$ cat config.mk
export PLATFORM = sky130hd
export DESIGN_NAME = dct_block_ctrl
export DESIGN_NICKNAME = d
export VERILOG_FILES = /design/src/rtl/dct_pkg.sv /design/src/rtl/dct_sample_buf.sv /design/src/rtl/dct_block_ctrl.sv
export SDC_FILE = /design/constraint.sdc
export NUM_CORES = 1
export LEC_CHECK = 0
export CORE_ASPECT_RATIO = 1.25
export CORE_UTILIZATION = 30
export DETAILED_ROUTE_END_ITERATION = 8
export PLACE_DENSITY = 0.61
export REMOVE_ABC_BUFFERS = 1
export SYNTH_ARGS = -nofsm -noshare
export SYNTH_HDL_FRONTEND = slang
export SYNTH_SLANG_ARGS = --single-unit
$ cat constraint.sdc
create_clock -name clk -period 4.6 [get_ports clk]
set_input_delay 0.92 -clock clk [delete_from_list [all_inputs] [get_ports clk]]
set_output_delay 0.92 -clock clk [all_outputs]
set_load 0.01 [all_outputs]
$ cat src/rtl/dct_pkg.sv
// rtl/dct_pkg.sv - shared sizing constants and core FSM state type for the DCT block controller
package dct_pkg;

    localparam int N_PT     = 8;
    localparam int DATA_W   = 8;
    localparam int COEF_W   = 19;
    localparam int CALC_CYC = 10;

    typedef enum logic [1:0] {
        ST_IDLE    = 2'd0,
        ST_COMPUTE = 2'd1,
        ST_DRAIN   = 2'd2
    } core_state_t;

endpackage

$ cat src/rtl/dct_sample_buf.sv
// rtl/dct_sample_buf.sv - N_PT x DATA_W sample collect buffer with fill counter
module dct_sample_buf #(
    parameter int N_PT   = dct_pkg::N_PT,
    parameter int DATA_W = dct_pkg::DATA_W
) (
    input  logic                   clk,
    input  logic                   rst_n,
    input  logic                   in_valid,
    input  logic [DATA_W-1:0]      in_data,
    input  logic                   launch,
    output logic                   in_ready,
    output logic                   full,
    output logic [N_PT*DATA_W-1:0] buf_data
);
    import dct_pkg::*;

    localparam int FILL_W = $clog2(N_PT + 1);
    localparam logic [FILL_W-1:0] FILL_MAX = FILL_W'(N_PT);

    logic [FILL_W-1:0] fill_cnt;

    assign in_ready = (fill_cnt < FILL_MAX);
    assign full     = (fill_cnt == FILL_MAX);

    // launch only happens when full, so it never coincides with a write
    always_ff @(posedge clk or negedge rst_n) begin
        if (!rst_n) begin
            fill_cnt <= '0;
            buf_data <= '0;
        end else if (launch) begin
            fill_cnt <= '0;
        end else if (in_valid && in_ready) begin
            for (int k = 0; k < N_PT; k++) begin
                if (fill_cnt == FILL_W'(k)) begin
                    buf_data[k*DATA_W +: DATA_W] <= in_data;
                end
            end
            fill_cnt <= fill_cnt + 1'b1;
        end
    end

endmodule

$ cat src/rtl/dct_block_ctrl.sv
// rtl/dct_block_ctrl.sv - collects sample blocks, sequences the DCT datapath and drains coefficients
module dct_block_ctrl #(
    parameter int N_PT     = dct_pkg::N_PT,
    parameter int DATA_W   = dct_pkg::DATA_W,
    parameter int COEF_W   = dct_pkg::COEF_W,
    parameter int CALC_CYC = dct_pkg::CALC_CYC
) (
    input  logic                   clk,
    input  logic                   rst_n,
    input  logic                   in_valid,
    input  logic [DATA_W-1:0]      in_data,
    output logic                   in_ready,
    output logic [N_PT*DATA_W-1:0] dct_x,
    output logic                   dct_en,
    output logic                   dct_cs,
    output logic                   dct_start,
    input  logic [N_PT*COEF_W-1:0] dct_coef,
    output logic                   out_valid,
    output logic [COEF_W-1:0]      out_data,
    output logic [2:0]             out_idx,
    output logic                   out_last,
    input  logic                   out_ready,
    output logic                   busy
);
    import dct_pkg::*;

    localparam int CNT_W = (CALC_CYC > 1) ? $clog2(CALC_CYC) : 1;
    localparam logic [CNT_W-1:0] CALC_LAST = CNT_W'(CALC_CYC - 1);
    localparam logic [2:0]       IDX_LAST  = 3'(N_PT - 1);

    core_state_t            state;
    logic [CNT_W-1:0]       calc_cnt;
    logic [N_PT*COEF_W-1:0] coef_reg;
    logic [N_PT*DATA_W-1:0] buf_data;
    logic                   buf_full;
    logic                   launch;

    assign launch = (state == ST_IDLE) && buf_full;

    dct_sample_buf #(
        .N_PT   (N_PT),
        .DATA_W (DATA_W)
    ) u_sample_buf (
        .clk      (clk),
        .rst_n    (rst_n),
        .in_valid (in_valid),
        .in_data  (in_data),
        .launch   (launch),
        .in_ready (in_ready),
        .full     (buf_full),
        .buf_data (buf_data)
    );

    always_ff @(posedge clk or negedge rst_n) begin
        if (!rst_n) begin
            state     <= ST_IDLE;
            calc_cnt  <= '0;
            coef_reg  <= '0;
            dct_x     <= '0;
            dct_en    <= 1'b0;
            dct_start <= 1'b0;
            out_valid <= 1'b0;
            out_idx   <= '0;
        end else begin
            case (state)
                ST_IDLE: begin
                    if (buf_full) begin
                        state     <= ST_COMPUTE;
                        dct_x     <= buf_data;
                        calc_cnt  <= '0;
                        dct_en    <= 1'b1;
                        dct_start <= 1'b1;
                    end
                end
                ST_COMPUTE: begin
                    dct_start <= 1'b0;
                    if (calc_cnt == CALC_LAST) begin
                        coef_reg  <= dct_coef;
                        calc_cnt  <= '0;
                        dct_en    <= 1'b0;
                        out_valid <= 1'b1;
                        out_idx   <= '0;
                        state     <= ST_DRAIN;
                    end else begin
                        calc_cnt <= calc_cnt + 1'b1;
                    end
                end
                ST_DRAIN: begin
                    // out_valid is always high here, so out_ready alone completes a handshake
                    if (out_ready) begin
                        if (out_idx == IDX_LAST) begin
                            out_valid <= 1'b0;
                            out_idx   <= '0;
                            state     <= ST_IDLE;
                        end else begin
                            out_idx <= out_idx + 1'b1;
                        end
                    end
                end
                default: state <= ST_IDLE;
            endcase
        end
    end

    assign dct_cs   = dct_en;
    assign busy     = (state != ST_IDLE);
    assign out_last = (out_idx == IDX_LAST);
    assign out_data = coef_reg[int'(out_idx)*COEF_W +: COEF_W];

endmodule

# Yosys cells after proc, flatten, opt, wreduce, memory -nomap -nowiden
# Index checks and enable logic that the tools add are counted.
# word_totals
regBits	296
input_bits	164
output_inout_bits	93
elab_cells	85
# classes
n_addsub	3
multipliers	1
order_cmp	1
n_eq_ne	16
shifts	1
n_mux	22
n_bitwise	1
reduce_logical	23
# op_table
operator	n
$shiftx 152x9->19	1
$reduce_and 3->1	10
$eq 4x3->1 const B	4
$mux 4	4
$mux 3	3
$add 4x1->4 const B	2
$eq 4x2->1 const B	2
$eq 4x4->1 const B	2
$mul 3x5->8 const B	1
$mux 2	4
$ne 2x2->1 const B	4
$pmux 4 s2	1
$reduce_and 4->1	2
$reduce_bool 2->1	4
$pmux 1 s2	3
$pmux 2 s3	1
$pmux 3 s2	1
$reduce_and 2->1	3
$mux 1	5
$eq 4x1->1 const B	1
$logic_not 4->1	1
$lt 4x4->1 const B	1
$add 3x1->3 const B	1
$eq 3x3->1 const B	1
other kinds (5)	6

# Logic depth before layout (Yosys ltp)
# Gate-level depths: netlist (run 1).
# logic_depth
depth_word	4
depth_mapped	7
ltp_nobuf	5

# By module
# A second synthesis (run 1) with hierarchy kept.
# unflattened
cells_unflattened	751
hier_area_um2	12592.1
# modules_own_cells
module	instances	cells_per_inst	area_per_inst_um2	seq_area_each_um2
dct_block_ctrl	1	583	9851.9	5705.5
dct_sample_buf	1	168	2740.1	1701.6

# Worst setup path after synthesis (run 1)
# Ideal clock, no wire load.
# synth_path
path_type	register to output
start	reg out_idx[0]
end	out out_data[0]
t_arrival_ns	1.640
t_required_ns	3.680
slack_ns	2.040
path_stages_with_launch	5
path_buffers	2
cell_sequence	dfrtp_1 > clkbuf_1 > buf_2 > mux4_2 > mux2_2
# synth_via
elab_chain_len	2
# synth_rtl
element	line	rtl
start, declared	dct_block_ctrl.sv:20	output logic [2:0] out_idx,
start signal, assigned	dct_block_ctrl.sv:96	out_idx <= out_idx + 1'b1;
$mul 3x5->8	dct_block_ctrl.sv:108	assign out_data = coef_reg[int'(out_idx)*COEF_W +: COEF_W];
$shiftx 152x9->19	dct_block_ctrl.sv:108	
end, declared	dct_block_ctrl.sv:19	output logic [COEF_W-1:0] out_data,
# Every way passes these cells.

# Worst setup path after layout (run 1)
# layout_path
start	reg out_idx[2]
end	out out_data[2]
# The elaborated chain is that of the path after synthesis.

==> results.yml, run 1 <==
run_status:
  status: "completed"
sta:
  maxClockFrequency_ghz: 0.275
  slew_violations: 0
  rsz0062_at_grt: "no"
  fin_crit_ns: 3.63
  final-setup-viol-count: 0
  tightest_slew_ns: 0.999
  fin_crit_sh_pct: 78.9
  skew_ns: 0.0167
  slew_headroom_pct: 33.0
  fin_setup_tns_ns: 0
  setup_slack_ns: 0.969
  hold_violations: 0
cts:
  numCtsBuffers: 35
  cts_buffer_depth: 3
  numClockSinks: 296
  post_cts_resize_count: 0
  path_clk_slew_ns: 0.06
  hold_buffers: 0
  cts_tree: "yes"
  cts_root_buf: "clkbuf_16"
  htreeDepth: 2
  cts_setup_buffers: 0
  clk_latency_ns: 0.51
final_layout:
  fill_cells: 3872
  area_delta_synth_final_pct: 34.1
  largest_register_ff_count: 152
  fin_area_um2: 16700
  drive_above_1_share_pct: 26.9
  finalNonFillerCells: 1593
  layout_common_cells: "294 x dfrtp_1, 255 x clkdlybuf4s50_1, 168 x mux2_2"
  nets: 1188
  final_common_cell: "dfrtp_1"
critical_path:
  end_kind: "output pin"
  cp.required_ns: 3.68
  path_class: "flop to output pin"
  cp-startpoint: "out_idx[2]$_DFFE_PN0P_"
  path_cells: "buf_4, mux4_2, mux2_2, clkdlybuf4s50_1"
  r2r_end: "dct_x[48]$_DFFE_PN0P_"
  r2r_cells: 6
  startpoint_type: "flop"
  reg2reg_slack_ns: 2.20
  reg2reg_from: "u_sample_buf.fill_cnt[0]$_DFFE_PN0P_"
  cp_slowest_cell: "dfrtp_2"
  slowest_delay_ns: 0.81
  crit_arrival_ns: 2.71
  crit_fanout: 27
synthesis:
  ys_seq_area_share_pct: 59.6
  syn_avg_cell_area_um2: 16.6
  syn_area_um2: 12400
  yosysWarnings: 0
  ys_ff_latch: 296
  ys_types: 31
  postSynthCellCount: 750
global_routing:
  grt_antenna_before_repair: 8
  grt_pass1_wl_mm: 46.4
  grt_max_degree: 105
  grt_pass1_vias: 7981
  overflow: 0
  grt_usage_pct: 14.4
die:
  core_area_um2: 40900
  start_util_pct: 30.4
  die_x_um: 184
  die-area_um2: 42300
  die_h_um: 230
  io_pins: 257
  num_rows: 83
detailed_routing:
  via_per_inst: 4.57
  drt-total-wl_mm: 29.9
  dr.first_iter.drc_count: 221
  firstDrtPassIters: 4
  wl_per_cell_um: 18.8
  drc_errors: 0
  vias: 7277
  ant_nets: 0
placed_design:
  hpwl_mm: 20.6
  place_area_um2: 15500
  io_buffers: 256
  gp_congestion: 0.765
  place_inst: 1531
  dp_slack_ns: 1.44
power:
  power_frac_seq_pct: 41.9
  internal_power_uw: 7420
  p_comb_share_pct: 32.1
  ir_drop_mv: 0.396
  p_leak_uw: 0.00728
  pwr-share-clk_pct: 26.0
  switching_share_pct: 28.1
  power.switching_uw: 2890
  power_density_nw_per_um2: 619
worst_hold_path:
  hp-class: "input pin to asynchronous set/reset pin"
run:
  cap_violations: 0
## worst max-delay path: cells and delay by family (launching register included)
kind                   cells  cell delay, ns
DFF                        1            0.81
muxes                      2            0.59
buffers and inverters      2            0.78
## final cells by class
| class | instances | area (um^2) | area share, % |
|---|---|---|---|
| diodes | 2 | 5.00 | 0.0300 |
| multi-input cells | 406 | 4700 | 28.2 |
| well taps | 552 | 691 | 4.14 |
| clock inverters | 9 | 81.3 | 0.488 |
| inverters | 8 | 30.0 | 0.180 |
| repair buffers | 269 | 2720 | 16.3 |
| clock buffers | 51 | 1030 | 6.17 |
| flip-flops and latches | 296 | 7410 | 44.5 |
## worst max-delay path by stage
| stage | to | slack (ns) | cells after the start |
|---|---|---|---|
| final | out_data[2] | 0.97 | 4 |
| after global routing | out_data[2] | 0.83 | 4 |
| after CTS | out_data[2] | 0.86 | 4 |
| after detailed placement | out_data[18] | 1.44 | 4 |
| after global placement | out_data[16] | 1.47 | 4 |
| after floorplan | coef_reg[0]$_DFFE_PN0P_ | -0.94 | 5 |
## Yosys cell counts, drive strengths merged
library cell,instances,area [um^2]
mux2,300,3380
dfrtp,296,7410
mux4,38,856
buf,35,277
nand2,14,52.6
ha,8,100
inv,8,30.0
a21oi,5,25.0
clkbuf,5,18.8
nand3,5,25.0
nor2,5,21.3
o21ai,5,25.0
and3b,4,35.0
nor3,4,46.3
nand3b,3,22.5
nor2b,3,18.8
xnor2,3,26.3
o22ai,2,12.5
a21o,1,7.51
a31o,1,8.76
a41oi,1,8.76
nand2b,1,6.26
nand4,1,6.26
o21a,1,7.51
or3,1,6.26
## per-stage QoR
step | hold slack (ns) | utilization (%) | total power [uW]
detailed placement | 0.469 | 38.0 | 7740
finish | 0.457 | 40.7 | 10300
floorplan | 0.452 | - | 6160
CTS | 0.482 | 40.7 | 10500
global route | 0.493 | 40.7 | 11000
global placement | 0.463 | 38.0 | 7660
## logic make-up after synthesis
group	synth area share [%]
DFF	59.6
AOI/OAI and AO/OA	0.765
and+or+nand+nor	1.93
muxes	34.1
adders and majority gates	0.805
xor gates and xnor gates	0.211
buffers and inverters	2.62
## power groups by stage
stage / Clock, uW / Sequential, uW / Combinational [uW]
6_report: 2680 / 4320 / 3310
4_1_cts: 2800 / 4340 / 3390
3_5_place_dp: 0 / 4380 / 3360
5_1_grt: 2890 / 4480 / 3590
2_1_floorplan: 0 / 4360 / 1800
3_3_place_gp: 0 / 4350 / 3310
## metal layers
layer / track usage (%) / share of wire [%]
met1: 16.3 / 39
met3: 6.33 / 10
met2: 24.1 / 48
met5: 0 / 0.27
met4: 4.32 / 2.1
Power figures use the tool's default switching activity.
==> run 2: changes to the inputs <==
Settings changed: PLACE_DENSITY 0.61 to 0.62.
Clock period 4.6 ns to 2.95 ns, I/O delays scaled along.
==> run 2 against run 1 <==
Effect of this change: hold slack lost 0.38 ns; sequential share of layout area fell by 0.76 points; clock power up 62%; first-iteration DRC count grew 21%; clock skew down 0.0066 ns; non-clock buffer count grew 26; critical path depth increased by 2; register-to-register slack got worse by 1.4 ns; combinational power increased by 59%; routed wire length fell by 1.3%.
==> results.yml, run 2 (same netlist as run 1, synthesis figures left out) <==
critical_path:
  startpoint_type: "flop"
  crit_arrival_ns: 2.29
  end_kind: "output pin"
  cp.required_ns: 2.36
  path_class: "flop to output pin"
  crit_fanout: 7
die:
  core_area_um2: 40900
  die_x_um: 184
  io_pins: 257
  num_rows: 83
  die-area_um2: 42300
  start_util_pct: 30.4
  die_h_um: 230
sta:
  slew_violations: 0
  fin_setup_tns_ns: 0
  slew_headroom_pct: 54.7
  maxClockFrequency_ghz: 0.348
  hold_violations: 0
  fin_crit_sh_pct: 97.5
  skew_ns: 0.0101
  final-setup-viol-count: 0
  fin_crit_ns: 2.88
  tightest_slew_ns: 0.680
detailed_routing:
  ant_nets: 0
  dr.first_iter.drc_count: 268
  firstDrtPassIters: 4
  drc_errors: 0
  vias: 7334
  wl_per_cell_um: 18.2
  via_per_inst: 4.53
  drt-total-wl_mm: 29.5
global_routing:
  grt_pass1_wl_mm: 46.6
  grt_antenna_before_repair: 2
  grt_usage_pct: 14.3
  grt_max_degree: 84
  grt_pass1_vias: 8152
  overflow: 0
power:
  pwr-share-clk_pct: 26.6
  internal_power_uw: 11800
  power_density_nw_per_um2: 961
  p_leak_uw: 0.00750
  power.switching_uw: 4520
  ir_drop_mv: 0.510
  p_comb_share_pct: 32.3
  switching_share_pct: 27.7
  power_frac_seq_pct: 41.1
final_layout:
  drive_above_1_share_pct: 29.0
  nets: 1213
  final_common_cell: "dfrtp_1"
  area_delta_synth_final_pct: 36.5
  final_core_util_pct: 41.5
  fin_area_um2: 17000
  finalNonFillerCells: 1619
  layout_common_cells: "294 x dfrtp_1, 236 x clkdlybuf4s50_1, 167 x mux2_2"
  largest_register_ff_count: 152
cts:
  cts_root_buf: "clkbuf_16"
  htreeDepth: 2
  hold_buffers: 0
  clk_latency_ns: 0.51
  numCtsBuffers: 34
  numClockSinks: 296
  path_clk_slew_ns: 0.05
  cts_buffer_depth: 3
  cts_tree: "yes"
run:
  cap_violations: 0
worst_hold_path:
  hp-class: "input pin to asynchronous set/reset pin"
placed_design:
  gp_congestion: 0.751
  io_buffers: 256
  place_inst: 1552
  place_area_um2: 15800
  hpwl_mm: 20.4
run_status:
  status: "completed"
run 2: repair_timing:
| action | CTS | global route |
|---|---|---|
| endpoints found under the setup margin | 20 | 8 |
| pin swaps | 0 | 0 |
| resized for setup | 33 | 9 |
| gates cloned | 0 | 0 |
| buffers inserted | 5 | 0 |
run 2: power by group through the flow:
stage	sequential [uW]	clock [uW]	combinational (uW)
finish	6700	4330	5260
global route	6950	4660	5720
CTS	6730	4510	5340
detailed placement	6810	0	5360
global placement	6770	0	5270
floorplan	6800	0	2800
run 2: worst paths after layout:
check                                                     start                                     to  slack (ns)  cells after the start
max                                      out_idx[0]$_DFFE_PN0P_                            out_data[2]        0.07                      6
min                                                       rst_n               coef_reg[78]$_DFFE_PN0P_        0.07                      1
max reg2reg                u_sample_buf.fill_cnt[0]$_DFFE_PN0P_                  dct_x[40]$_DFFE_PN0P_        0.77                      6
min reg2reg                            coef_reg[89]$_DFFE_PN0P_               coef_reg[89]$_DFFE_PN0P_        0.48                      1
max in group asynchronous                                 rst_n  u_sample_buf.buf_data[13]$_DFFE_PN0P_        2.06                      2
min in group clk                       coef_reg[89]$_DFFE_PN0P_               coef_reg[89]$_DFFE_PN0P_        0.48                      1
run 2: worst max-delay path, cell delays in order (launching register included):
cell and delay (ns):
dfrtp_4 0.50, buf_12 0.15, buf_12 0.14, buf_8 0.13
mux4_2 0.43, mux2_2 0.27, buf_2 0.14
run 2: metrics by stage:
step	setup WS (ns)	hold WS, ns	power [uW]
final	0.0739	0.0739	16300
after global routing	-0.00300	0.120	17300
after CTS	0.0140	0.0926	16600
after detailed placement	0.142	0.468	12200
after global placement	0.161	0.462	12000
after floorplan	-2.59	0.294	9600
run 2: area by class of cell:
| class | instances | area, um^2 |
|---|---|---|
| fillers | 3809 | 24000 |
| flip-flops and latches | 296 | 7410 |
| multi-input cells | 406 | 4710 |
| repair buffers | 295 | 2960 |
| clock buffers | 53 | 1040 |
| well taps | 552 | 691 |
| clock inverters | 8 | 121 |
| inverters | 8 | 30.0 |
| diodes | 1 | 2.50 |
run 2: layer usage:
metal	track usage, %	part of all wire [%]	vias to the layer above
met5	0	0.030	-
met4	4.48	2.4	2
met3	5.39	8.6	44
met2	23.6	47	218
met1	17.2	42	3753
li1	-	-	3317
==> run 3: changes to the inputs <==
Settings changed: CAP_MARGIN from default to 20, CORE_MARGIN from default to 1, SYNTH_HIERARCHICAL from default to 1.
==> run 3 against run 2 <==
Effect of this change: sequential cell count did not move; global-route usage grew 0.17 points; sequential power shrank 14%; routed wire length rose by 3.4%; first-iteration DRC count is 1.1% higher; hold slack lost 0.039 ns.
==> results.yml, run 3 <==
final_layout:
  nets: 1206
  register_area_um2: 7410
  fill_cells: 3819
  area_delta_synth_final_pct: 35.7
  finalNonFillerCells: 1608
  multi_input_comb_area_um2: 4870
  final_common_cell: "dfrtp_1"
  drive_above_1_share_pct: 34.3
  largest_register_ff_count: 152
  fin_area_um2: 17100
  layout_common_cells: "293 x dfrtp_1, 237 x clkdlybuf4s50_1, 192 x mux2_2"
die:
  io_pins: 257
  core_area_um2: 41200
  num_rows: 83
  die_h_um: 231
  die-area_um2: 42800
  start_util_pct: 30.5
  die_x_um: 185
power:
  p_leak_uw: 0.00711
  ir_drop_mv: 0.600
  power_density_nw_per_um2: 887
cts:
  cts_buffer_depth: 3
  numClockSinks: 296
  clk_latency_ns: 0.51
  numCtsBuffers: 36
  path_clk_slew_ns: 0.06
  cts_root_buf: "clkbuf_16"
  cts_tree: "yes"
  htreeDepth: 2
sta:
  setup_slack_ns: 0.0918
  hold_violations: 0
  skew_ns: 0.0194
  slew_headroom_pct: 59.3
  worst_hold_slack_ns: 0.0352
  fin_crit_sh_pct: 96.9
  slew_violations: 0
  fin_setup_tns_ns: 0
  tightest_slew_ns: 0.609
  final-setup-viol-count: 0
  fin_crit_ns: 2.86
  maxClockFrequency_ghz: 0.350
  rsz0062_at_grt: "no"
synthesis:
  synthFlopType: "dfrtp_1"
  ys_types: 41
  yosysMostFrequentCell: "dfrtp_1"
  synth_edf_count: 0
  ys_top_cells_by_count: "296 x dfrtp_1, 192 x mux2_2, 75 x mux2_1"
  yosysTopAreaCellShare_pct: 58.8
  syn_area_um2: 12600
  synthArstFlopShare_pct: 100
  yosysWarnings: 6
  postSynthCellCount: 751
  ys_ff_latch: 296
  syn_avg_cell_area_um2: 16.8
  synth_area_leaders: "dfrtp_1 59%, mux2_2 17%, mux4_2 6.8%"
  synth_top_area_cell: "dfrtp_1"
  ys_seq_area_share_pct: 58.8
critical_path:
  crit_fanout: 12
  crit_family: "multiplexers"
  cp.required_ns: 2.36
  critPathBufInv: 2
  cp_slowest_cell: "mux4_2"
  path_class: "flop to output pin"
  startpoint_type: "flop"
  r2r_cells: 8
  slowest_delay_ns: 0.50
  crit_arrival_ns: 2.27
  end_kind: "output pin"
  path_cells: "buf_12, mux4_2, mux2_2, dlygate4sd2_1"
  cp.depth: 4
detailed_routing:
  firstDrtPassIters: 4
  via_per_inst: 4.57
  drt-total-wl_mm: 30.5
  drc_errors: 0
  vias: 7351
  dr.first_iter.drc_count: 271
  ant_nets: 0
  wl_per_cell_um: 19.0
placed_design:
  hpwl_mm: 20.9
  io_buffers: 256
  dp_slack_ns: 0.300
  gp_congestion: 0.748
  place_area_um2: 15900
  place_inst: 1540
global_routing:
  busiest_layer: "met2"
  grt_usage_pct: 14.5
  overflow: 0
  grt_antenna_before_repair: 3
  grt_pass1_vias: 8159
  grt.met1_usage_pct: 17.6
  use_met3_pct: 5.53
  grt_use_met2_pct: 23.9
  grt_pass1_wl_mm: 47.6
  grt_max_degree: 72
run:
  cap_violations: 0
worst_hold_path:
  hp-class: "input pin to asynchronous set/reset pin"
run_status:
  status: "completed"
run 3: cell types whose count changed in the layout (fill, tap and decap cells not counted), sizes merged, moves of 2 or more:
| cell | delta |
|---|---|
| buf | -15 |
| clkbuf | -5 |
| clkinv | +5 |
| and3b | -4 |
| nand2 | -4 |
| nand2b | +3 |
| nor3 | -3 |
| nor3b | +3 |
| xnor2 | -3 |
| a21oi | -2 |
| and4 | +2 |
| clkdlybuf4s15 | +2 |
run 3: worst paths after layout:
kind / start / to / slack, ns
setup / recovery: out_idx[1]$_DFFE_PN0P_ / out_data[15] / 0.09
hold / removal: rst_n / coef_reg[44]$_DFFE_PN0P_ / 0.04
setup reg to reg: u_sample_buf/fill_cnt[0]$_DFFE_PN0P_ / u_sample_buf/buf_data[63]$_DFFE_PN0P_ / 0.53
hold reg to reg: dct_x[38]$_DFFE_PN0P_ / dct_x[38]$_DFFE_PN0P_ / 0.48
max in group asynchronous: rst_n / coef_reg[97]$_DFFE_PN0P_ / 2.07
min in group clk: dct_x[38]$_DFFE_PN0P_ / dct_x[38]$_DFFE_PN0P_ / 0.48
run 3: worst register-to-register path, cell delays in order (launching register included):
cell      delay [ns]
dfrtp_1         0.42
inv_1           0.10
ha_1            0.25
nand2_1         0.08
nor2_1          0.07
and3_4          0.24
nand3b_4        0.19
nor3b_4         0.54
mux2_2          0.41
run 3: layer usage:
metal	wire [um]	part of all wire, %
met5	27	0.088
met4	593	1.9
met3	2760	9.0
met2	14300	47
met1	12800	42
run 3: report_power, final:
part	switching (uW)	internal (uW)	leakage [uW]	total, uW
combinational	1950	3180	0.00299	5130
sequential	660	5120	0.00357	5780
clock	1680	2560	0.000553	4250
total	4290	10900	0.00711	15200
run 3: cells by family (layout without fill, tap and decap cells):
kind of cell | count (synthesis) | in the layout | share of synthesized area (%)
simple gates | 43 | 43 | 2.39
other cells | 0 | 1 | 0
fa+ha+maj | 8 | 8 | 0.795
mux | 338 | 338 | 34.6
xor+xnor | 1 | 1 | 0.0696
flops | 296 | 296 | 58.8
buf+inv | 49 | 353 | 2.56
compound gates | 16 | 16 | 0.785
run 3: final cells by class:
cell class              instances  share of cell area (%)
well taps                     552                    4.04
multi-input cells             406                    28.5
clock inverters                11                   0.696
inverters                       9                   0.198
diodes                          1                  0.0146
repair buffers                285                    17.2
flip-flops and latches        296                    43.4
clock buffers                  48                    5.89
run 3: repair_timing:
item	in CTS	in global routing
gates cloned	1	0
resized for setup	20	4
hold endpoints to repair	0	0
endpoints found under the setup margin	19	12
buffers inserted	5	2
hold buffers	0	0
run 3: stage by stage:
stage	total power, uW	utilization [%]
after floorplan	8500	-
after global placement	10900	38.5
after detailed placement	11000	38.5
after CTS	15400	41.4
after global routing	16000	41.4
final	15200	41.4
